### config.mk
export PLATFORM = sky130hd
export DESIGN_NAME = uart_rx_sampler
export DESIGN_NICKNAME = d
export VERILOG_FILES = /design/src/rtl/uart_pkg.sv /design/src/rtl/uart_rx_sync.sv /design/src/rtl/uart_rx_sampler.sv
export SDC_FILE = /design/constraint.sdc
export NUM_CORES = 1
export LEC_CHECK = 0
export ABC_AREA = 1
export CORE_ASPECT_RATIO = 0.6
export CORE_MARGIN = 10
export CORE_UTILIZATION = 50
export CTS_CLUSTER_DIAMETER = 100
export CTS_CLUSTER_SIZE = 16
export DETAILED_ROUTE_END_ITERATION = 16
export PLACE_DENSITY_LB_ADDON = 0.15
export REMOVE_ABC_BUFFERS = 1
export SLEW_MARGIN = 20
export SYNTH_ARGS = -nofsm -noshare
export SYNTH_HDL_FRONTEND = slang
export SYNTH_SLANG_ARGS = --single-unit
export TNS_END_PERCENT = 20
### constraint.sdc
create_clock -name clk -period 4.75 [get_ports clk]
set_input_delay 0.95 -clock clk [delete_from_list [all_inputs] [get_ports clk]]
set_output_delay 0.95 -clock clk [all_outputs]
set_load 0.01 [all_outputs]
### src/rtl/uart_pkg.sv
// Shared UART definitions: rate defaults, frame constants, state encodings and ASCII test characters.
package uart_pkg;

  localparam int unsigned CLK_FREQ_DEF  = 10_000_000;
  localparam int unsigned BAUD_RATE_DEF = 115_200;
  localparam int unsigned BIT_COUNT     = 8;

  typedef enum logic [2:0] {
    ST_IDLE   = 3'd0,
    ST_START  = 3'd1,
    ST_DATA   = 3'd2,
    ST_PARITY = 3'd3,
    ST_STOP   = 3'd4,
    ST_BREAK  = 3'd5
  } uart_state_t;

  localparam logic [7:0] ASCII_SPACE = 8'h20;
  localparam logic [7:0] ASCII_M     = 8'h4D;
  localparam logic [7:0] ASCII_P     = 8'h50;
  localparam logic [7:0] ASCII_h     = 8'h68;
  localparam logic [7:0] ASCII_i     = 8'h69;
  localparam logic [7:0] ASCII_l     = 8'h6C;
  localparam logic [7:0] ASCII_o     = 8'h6F;
  localparam logic [7:0] ASCII_p     = 8'h70;
  localparam logic [7:0] ASCII_r     = 8'h72;

  // Parity bit that makes data+parity XOR to 0 (even) or 1 (odd).
  function automatic logic parity_bit(input logic [7:0] data, input logic odd);
    return (^data) ^ odd;
  endfunction

endpackage

### src/rtl/uart_rx_sync.sv
// Two-flop synchronizer for the asynchronous rx line; resets to the idle (high) level.
module uart_rx_sync (
  input  logic clk,
  input  logic rst_n,
  input  logic d,
  output logic q
);

  logic meta;

  always_ff @(posedge clk) begin
    if (!rst_n) begin
      meta <= 1'b1;
      q    <= 1'b1;
    end else begin
      meta <= d;
      q    <= meta;
    end
  end

endmodule

### src/rtl/uart_rx_sampler.sv
// UART receiver sampling mid-bit; valid/ready byte output with framing/overrun flags.
// Optional parity checking is enabled by defining UART_RX_PARITY_EN.
module uart_rx_sampler
  import uart_pkg::*;
#(
  parameter int unsigned CLK_FREQ     = CLK_FREQ_DEF,
  parameter int unsigned BAUD_RATE    = BAUD_RATE_DEF,
  parameter int unsigned SYMBOL_COUNT = CLK_FREQ / BAUD_RATE,
  parameter int unsigned HALF_COUNT   = SYMBOL_COUNT / 2,
  parameter int unsigned PARITY_ODD   = 0
) (
  input  logic       clk,
  input  logic       rst_n,
  input  logic       rx,
  output logic [7:0] rx_data,
  output logic       rx_valid,
  input  logic       rx_ready,
  output logic       frame_err,
  output logic       overrun,
  output logic       parity_err,
  output logic       busy
);

  localparam logic [15:0] SYM_LAST  = 16'(SYMBOL_COUNT - 1);
  localparam logic [15:0] HALF_LAST = 16'(HALF_COUNT - 1);
  localparam logic [2:0]  IDX_LAST  = 3'(BIT_COUNT - 1);

  uart_state_t state;
  logic [15:0] clk_cnt;
  logic [2:0]  bit_idx;
  logic [7:0]  shift;
  logic        deliver;
  logic        rx_s;

  uart_rx_sync u_sync (
    .clk   (clk),
    .rst_n (rst_n),
    .d     (rx),
    .q     (rx_s)
  );

`ifdef UART_RX_PARITY_EN
  logic par_bad;
`else
  assign parity_err = 1'b0;
`endif

  always_ff @(posedge clk) begin
    if (!rst_n) begin
      state     <= ST_IDLE;
      clk_cnt   <= '0;
      bit_idx   <= '0;
      shift     <= '0;
      rx_data   <= '0;
      rx_valid  <= 1'b0;
      frame_err <= 1'b0;
      overrun   <= 1'b0;
      busy      <= 1'b0;
      deliver   <= 1'b0;
`ifdef UART_RX_PARITY_EN
      parity_err <= 1'b0;
      par_bad    <= 1'b0;
`endif
    end else begin
      frame_err <= 1'b0;
      overrun   <= 1'b0;
      deliver   <= 1'b0;
`ifdef UART_RX_PARITY_EN
      parity_err <= 1'b0;
`endif
      if (rx_valid && rx_ready)
        rx_valid <= 1'b0;

      // Delivery is a cycle behind the stop sample; an accept in the same cycle frees the slot.
      if (deliver) begin
        if (!rx_valid || rx_ready) begin
          rx_data  <= shift;
          rx_valid <= 1'b1;
`ifdef UART_RX_PARITY_EN
          parity_err <= par_bad;
`endif
        end else begin
          overrun <= 1'b1;
        end
      end

      case (state)
        ST_IDLE: begin
          if (!rx_s) begin
            state   <= ST_START;
            clk_cnt <= '0;
            busy    <= 1'b1;
          end
        end
        ST_START: begin
          if (clk_cnt == HALF_LAST) begin
            clk_cnt <= '0;
            bit_idx <= '0;
            if (!rx_s) begin
              state <= ST_DATA;
            end else begin
              state <= ST_IDLE;
              busy  <= 1'b0;
            end
          end else begin
            clk_cnt <= clk_cnt + 16'd1;
          end
        end
        ST_DATA: begin
          if (clk_cnt == SYM_LAST) begin
            clk_cnt <= '0;
            shift   <= {rx_s, shift[7:1]};
            bit_idx <= bit_idx + 3'd1;
            if (bit_idx == IDX_LAST) begin
`ifdef UART_RX_PARITY_EN
              state <= ST_PARITY;
`else
              state <= ST_STOP;
`endif
            end
          end else begin
            clk_cnt <= clk_cnt + 16'd1;
          end
        end
`ifdef UART_RX_PARITY_EN
        ST_PARITY: begin
          if (clk_cnt == SYM_LAST) begin
            clk_cnt <= '0;
            par_bad <= rx_s != parity_bit(shift, PARITY_ODD != 0);
            state   <= ST_STOP;
          end else begin
            clk_cnt <= clk_cnt + 16'd1;
          end
        end
`endif
        ST_STOP: begin
          if (clk_cnt == SYM_LAST) begin
            clk_cnt <= '0;
            if (rx_s) begin
              deliver <= 1'b1;
              state   <= ST_IDLE;
              busy    <= 1'b0;
            end else begin
              frame_err <= 1'b1;
              state     <= ST_BREAK;
            end
          end else begin
            clk_cnt <= clk_cnt + 16'd1;
          end
        end
        ST_BREAK: begin
          if (rx_s) begin
            state <= ST_IDLE;
            busy  <= 1'b0;
          end
        end
        default: begin
          state <= ST_IDLE;
          busy  <= 1'b0;
        end
      endcase
    end
  end

endmodule

==> results of run 1 <==
-- layout by cell type, fill, tap and decap left out, drive strengths merged --
master and instances:
nand2 90, nor2 50, inv 49, dfxtp 45, o21ai 27, nand3 25, a21oi 21, clkdlybuf4s50 15
nor3 9, clkbuf 6, ha 5, xor2 4, o211ai 4, nand4 3, or2 2, a21boi 1
o21bai 1, nor4 1, conb 1, bufinv 1, clkinvlp 1, buf 1
-- synthesized netlist by cell type --
master,instances
nand2_1,74
nor2_1,47
dfxtp_1,45
inv_1,44
o21ai_0,23
nand3_1,22
a21oi_1,15
nand2_2,15
nor3_1,7
a21oi_2,6
ha_1,5
inv_2,5
buf_4,4
o211ai_1,4
xor2_1,4
clkbuf_1,3
nand3_2,3
nand4_1,3
nor2_2,2
nor3_4,2
o21ai_1,2
o21ai_2,2
or2_2,2
a21boi_4,1
buf_1,1
buf_12,1
buf_2,1
conb_1,1
nand2_4,1
nor2_4,1
nor4_1,1
o21bai_1,1
-- kinds of logic (layout without fill, tap and decap cells) --
group	count (synthesis)	after routing	synth area share, %
fa+ha+maj	5	5	2.595
buf+inv	59	73	10.53
other cells	1	1	0.1555
compound gates	54	54	13.54
xor+xnor	4	4	1.453
simple gates	180	180	34.35
flops	45	45	37.36
-- sequential cells by signal (all words and copies together), names as in the netlist, 3 cells and up --
register	flops
bit_idx	3
state	3
rx_data	8
clk_cnt	16
shift	8
-- cell type report --
class,count,area [um^2],area share (%)
clock inverters,2,37.54,1.391
inverters,49,183.9,6.818
clock buffers,6,82.58,3.061
repair buffers,16,157.7,5.844
multi-input cells,244,1256,46.57
well taps,63,78.83,2.922
flip-flops and latches,45,900.9,33.40
-- metal layers --
| layer | part of all wire [%] | vias up | global-route usage [%] |
|---|---|---|---|
| met5 | 0 | - | 0 |
| met2 | 41 | 63 | 19.89 |
| met1 | 50 | 966 | 18.99 |
| li1 | - | 1120 | - |
| met4 | 1.2 | 0 | 3.879 |
| met3 | 7.6 | 7 | 4.017 |
-- power groups by stage --
stage,combinational [mW],sequential [mW],clock [mW]
after floorplan,0.392,0.455,0
after global placement,0.498,0.460,0
after detailed placement,0.501,0.462,0
after CTS,0.504,0.453,0.309
after global routing,0.573,0.459,0.323
final,0.503,0.453,0.304
-- stage by stage --
step                      area [um^2]  std cells  setup WS, ns  utilization [%]  hold WS, ns
after floorplan                  2341        338         2.990                -       0.3925
after global placement           2577        417         2.298            55.89       0.3956
after detailed placement         2577        417         2.235            55.89       0.3976
after CTS                        2698        425         2.562            58.49       0.4172
after global routing             2698        425         2.322            58.49       0.4324
final                            2698        425         2.566            58.49       0.4188
-- final timing paths --
check,start,end,cells after the start
worst min register to register,u_sync.meta,u_sync.q,1
worst min-delay path,u_sync.meta,u_sync.q,1
worst max register to register,clk_cnt[0],bit_idx[1],12
worst max-delay path,rx_ready,rx_data[3],6
-- worst max-delay path: stages --
cell             delay [ns]
clkdlybuf4s50_1        0.45
nor2_1                 0.05
nor2_1                 0.54
inv_1                  0.20
nor2_1                 0.13
nor2_1                 0.06
==> results_dict.tcl, run 1 <==
set metrics [dict create \
    status "finished, final reports clean" \
    tightest_slew_ns 0.7174 \
    yosysUniqueCellTypes 32 \
    internal_power_mw 0.7366 \
    final.setup.tns_ns 0 \
    synth_cells 348 \
    max_freq_mhz 457.9 \
    remaining_drc_errors 0 \
    std_cell_rows 19 \
    p_seq_share_pct 36.0 \
    viasPerCell 5.073 \
    nFillCells 446 \
    synth.avg_cell_area_um2 6.928 \
    drive_gt1_share_pct 13.54 \
    yosysSeqAreaShare_pct 37.36 \
    r2r_slack_ns 2.72 \
    powerDensity_mw_per_mm2 466.9 \
    cap_violations 0 \
    arrival_ns 2.38 \
    cts.hold.buffers_added 0 \
    cts_tree "built" \
    crit_required_ns 4.95 \
    cts_made_buffers 5 \
    vdd_ir_drop_max_mv 0.1957 \
    period_share_pct 45.97 \
    ys_seq_elements 45 \
    grt_max_degree 33 \
    gp_congestion 0.9007 \
    n_antenna_cell 0 \
    path_class "input pin to flip-flop" \
    clk_pin_slew_ns 0.09 \
    finalSetupViolations 0 \
    ctsLongestPathBuffers 2 \
    synth_area_leaders "dfxtp_1, nand2_1, nor2_1, inv_1, o21ai_0" \
    overflow 0 \
    initial_utilization_pct 52.28 \
    grt_pass1_wl_um 8928 \
    finalClockSkew_ns 0.006424 \
    wire_per_inst_um 12.08 \
    area_delta_synth_final_pct 11.88 \
    cts_root_buf "clkbuf_8" \
    portBuffers 15 \
    end_kind "flip-flop" \
    antenna_found_initial 0 \
    dieHeight_um 73.79 \
    p_clk_share_pct 24.1 \
    leakagePower_nw 1.191 \
    die_area_mm2 0.008091 \
    nNetsFinal 370 \
    insertion_delay_ns 0.30 \
    num_vias 2156 \
    hpwl_um 3780 \
    switching_share_pct 41.52 \
    period_needed_ns 2.184 \
    yosys.area.top_type "dfxtp_1" \
    grt_setup_unrepaired "no" \
    hp-class "flip-flop to flip-flop" \
    drv_slew 0 \
    finalHoldViolations 0 \
    crit_path_max_fanout 13 \
    die_w_um 109.7 \
    wirelength_um 5136 \
    first_global_vias 1978 \
    core_mm2 0.004612 \
    cts_resized 0 \
    post-cts-setup-buffers 0 \
    yosys_warnings 0 \
    io_pins 17 \
    power_frac_comb_pct 39.9 \
    grt_usage_pct 13.67 \
    cp-start-kind "input pin" \
    syn_area_mm2 0.002411 \
    ant_nets 0 \
    p_switching_mw 0.5228 \
    slew_headroom_pct 52.00 \
    synth_top_area_share_pct 37.36 \
    drt-pass1-iter-count 5 \
    clkSinkCount 45 \
    power.total_mw 1.259 \
    drt_iter0_drc 168 \
    htreeDepth 2 \
]
Note: power is estimated with default switching activity, not from simulation.
==> run 2: changes to the inputs <==
==> constraint.sdc (replaced) <==
create_clock -name clk -period 2.1 [get_ports clk]
set_input_delay 0.42 -clock clk [delete_from_list [all_inputs] [get_ports clk]]
set_output_delay 0.42 -clock clk [all_outputs]
set_load 0.01 [all_outputs]
==> run 2 against run 1 <==
Effect of this change:
- sequential power rose by 130%
- total power rose by 120%
- setup slack got worse by 2.2 ns
- clock power rose by 84%
- count of clock-buffer cells in the layout fell by 1
- cell count rose by 0.94%
- critical path depth rose by 6
==> results_dict.tcl, run 2 (same netlist as run 1, synthesis figures left out) <==
set metrics [dict create \
    status "finished, final reports clean" \
    place_inst 421 \
    htreeDepth 2 \
    wire_per_inst_um 11.98 \
    cap_violations 0 \
    power_frac_comb_pct 42.2 \
    crit_path_max_fanout 8 \
    multi_input_area_mm2 0.001256 \
    postPlaceCellArea_mm2 0.002608 \
    n_antenna_cell 0 \
    hold_start "u_sync.meta" \
    critPathSlowestCell "dfxtp_1" \
    finalSetupViolations 0 \
    drive_gt1_share_pct 14.48 \
    crit_required_ns 2.31 \
    grt_pass1_wl_um 8845 \
    cts_tree "built" \
    final.setup.tns_ns 0 \
    die_area_mm2 0.008091 \
    clk_pin_slew_ns 0.09 \
    drt-pass1-iter-count 4 \
    switching_share_pct 44.28 \
    drt_iter0_drc 121 \
    gp_congestion 0.8514 \
    p_switching_mw 1.213 \
    core_mm2 0.004612 \
    finalClockSkew_ns 0.003571 \
    die_w_um 109.7 \
    stdcell_area_mm2 0.002698 \
    io_pins 17 \
    first_global_vias 1852 \
    r2r_slack_ns 0.33 \
    p_clk_share_pct 20.4 \
    area_delta_synth_final_pct 11.88 \
    max_freq_mhz 563.4 \
    arrival_ns 1.98 \
    cts_made_buffers 5 \
    dieHeight_um 73.79 \
    grt_setup_unrepaired "no" \
    hold_end "u_sync.q" \
    reg_top3 "clk_cnt: 16 flops, rx_data: 8 flops, shift: 8 flops" \
    end_kind "flip-flop" \
    r2r_cells 12 \
    cts.hold.buffers_added 0 \
    pre_cts_slack_ns 0.3417 \
    r2r-start "clk_cnt[0]" \
    leakagePower_nw 1.198 \
    top_register "clk_cnt" \
    clkSinkCount 45 \
    power.total_mw 2.740 \
    post-cts-setup-buffers 0 \
    cp_slowest_stage_delay_ns 0.49 \
    cp_cell_sequence "ha_1 -> nand2_1 -> inv_1 -> nand2_1 -> nor2_1 -> nand2_2 -> nand2_1 -> nand2_1 -> nor2_2 -> nand2_1 -> nand2_1 -> nor2_1" \
    num_vias 2112 \
    holdWs_ns 0.4270 \
    antenna_found_initial 0 \
    wirelength_um 5139 \
    cts_resized 0 \
    period_needed_ns 1.775 \
    ctsLongestPathBuffers 2 \
    layout_setup_ws_ns 0.3252 \
    std_cell_rows 19 \
    finalHoldViolations 0 \
    reg2reg_to "state[1]" \
    largest_reg_flops 16 \
    path_class "flip-flop to flip-flop" \
    overflow 0 \
    viasPerCell 4.923 \
    portBuffers 15 \
    grt_usage_pct 13.57 \
    cp-start-kind "flip-flop" \
    ant_nets 0 \
    drv_slew 0 \
    nFillCells 456 \
    internal_power_mw 1.527 \
    final_cells 429 \
    period_share_pct 84.51 \
    cts_root_buf "clkbuf_8" \
    powerDensity_mw_per_mm2 1016 \
    hold-path-cell-count 1 \
    final_cell_mix "nand2_1, nor2_1, dfxtp_1" \
    hpwl_um 3834 \
    p_seq_share_pct 37.4 \
    hp-class "flip-flop to flip-flop" \
    final_common_cell "nand2_1" \
    register_area_um2 900.9 \
    vdd_ir_drop_max_mv 0.4101 \
    grt_max_degree 32 \
    initial_utilization_pct 52.28 \
    remaining_drc_errors 0 \
    final_util_pct 58.49 \
    nNetsFinal 374 \
    cp_common_cell "nand2_1" \
    insertion_delay_ns 0.30 \
]
[run 2: cell count changes in the layout (fill, tap and decap cells not counted)]
cell       delta
buf_4         +4
clkinv_2      +1
bufinv_16     -1
inv_6         +1
clkbuf_8      -1
[run 2: worst max-delay path, delay by kind of cell, from the launching register on]
family	cells	cell delay (ns)
and+or+nand+nor	10	0.95
DFF	1	0.49
adders and majority gates	1	0.19
buffers and inverters	1	0.06
[run 2: layer usage]
metal	GRT usage [%]	share of wire (%)	vias up
li1	-	-	1128
met1	20.14	55	942
met2	17.79	37	37
met3	4.367	6.8	5
met4	3.879	0.93	0
met5	0	0	-
[run 2: cell type report]
type,instances,area share (%)
flip-flops and latches,45,33.40
clock inverters,3,0.7885
well taps,63,2.922
inverters,49,6.818
repair buffers,20,6.957
multi-input cells,244,46.57
clock buffers,5,2.551
[run 2: power by group through the flow]
stage	registers [mW]	clock network (mW)	logic, mW
floorplan	1.03	0	0.887
global placement	1.04	0	1.15
detailed placement	1.04	0	1.15
CTS	1.02	0.572	1.15
global route	1.03	0.610	1.31
finish	1.02	0.559	1.16
[run 2: worst max path at each step]
stage	from	end	slack, ns	cells after the start
floorplan	clk_cnt[0]	bit_idx[1]	0.49	12
global placement	clk_cnt[0]	state[1]	0.41	12
detailed placement	clk_cnt[0]	state[2]	0.34	12
CTS	clk_cnt[0]	state[1]	0.33	12
global route	clk_cnt[0]	state[2]	0.11	12
finish	clk_cnt[0]	state[1]	0.33	12
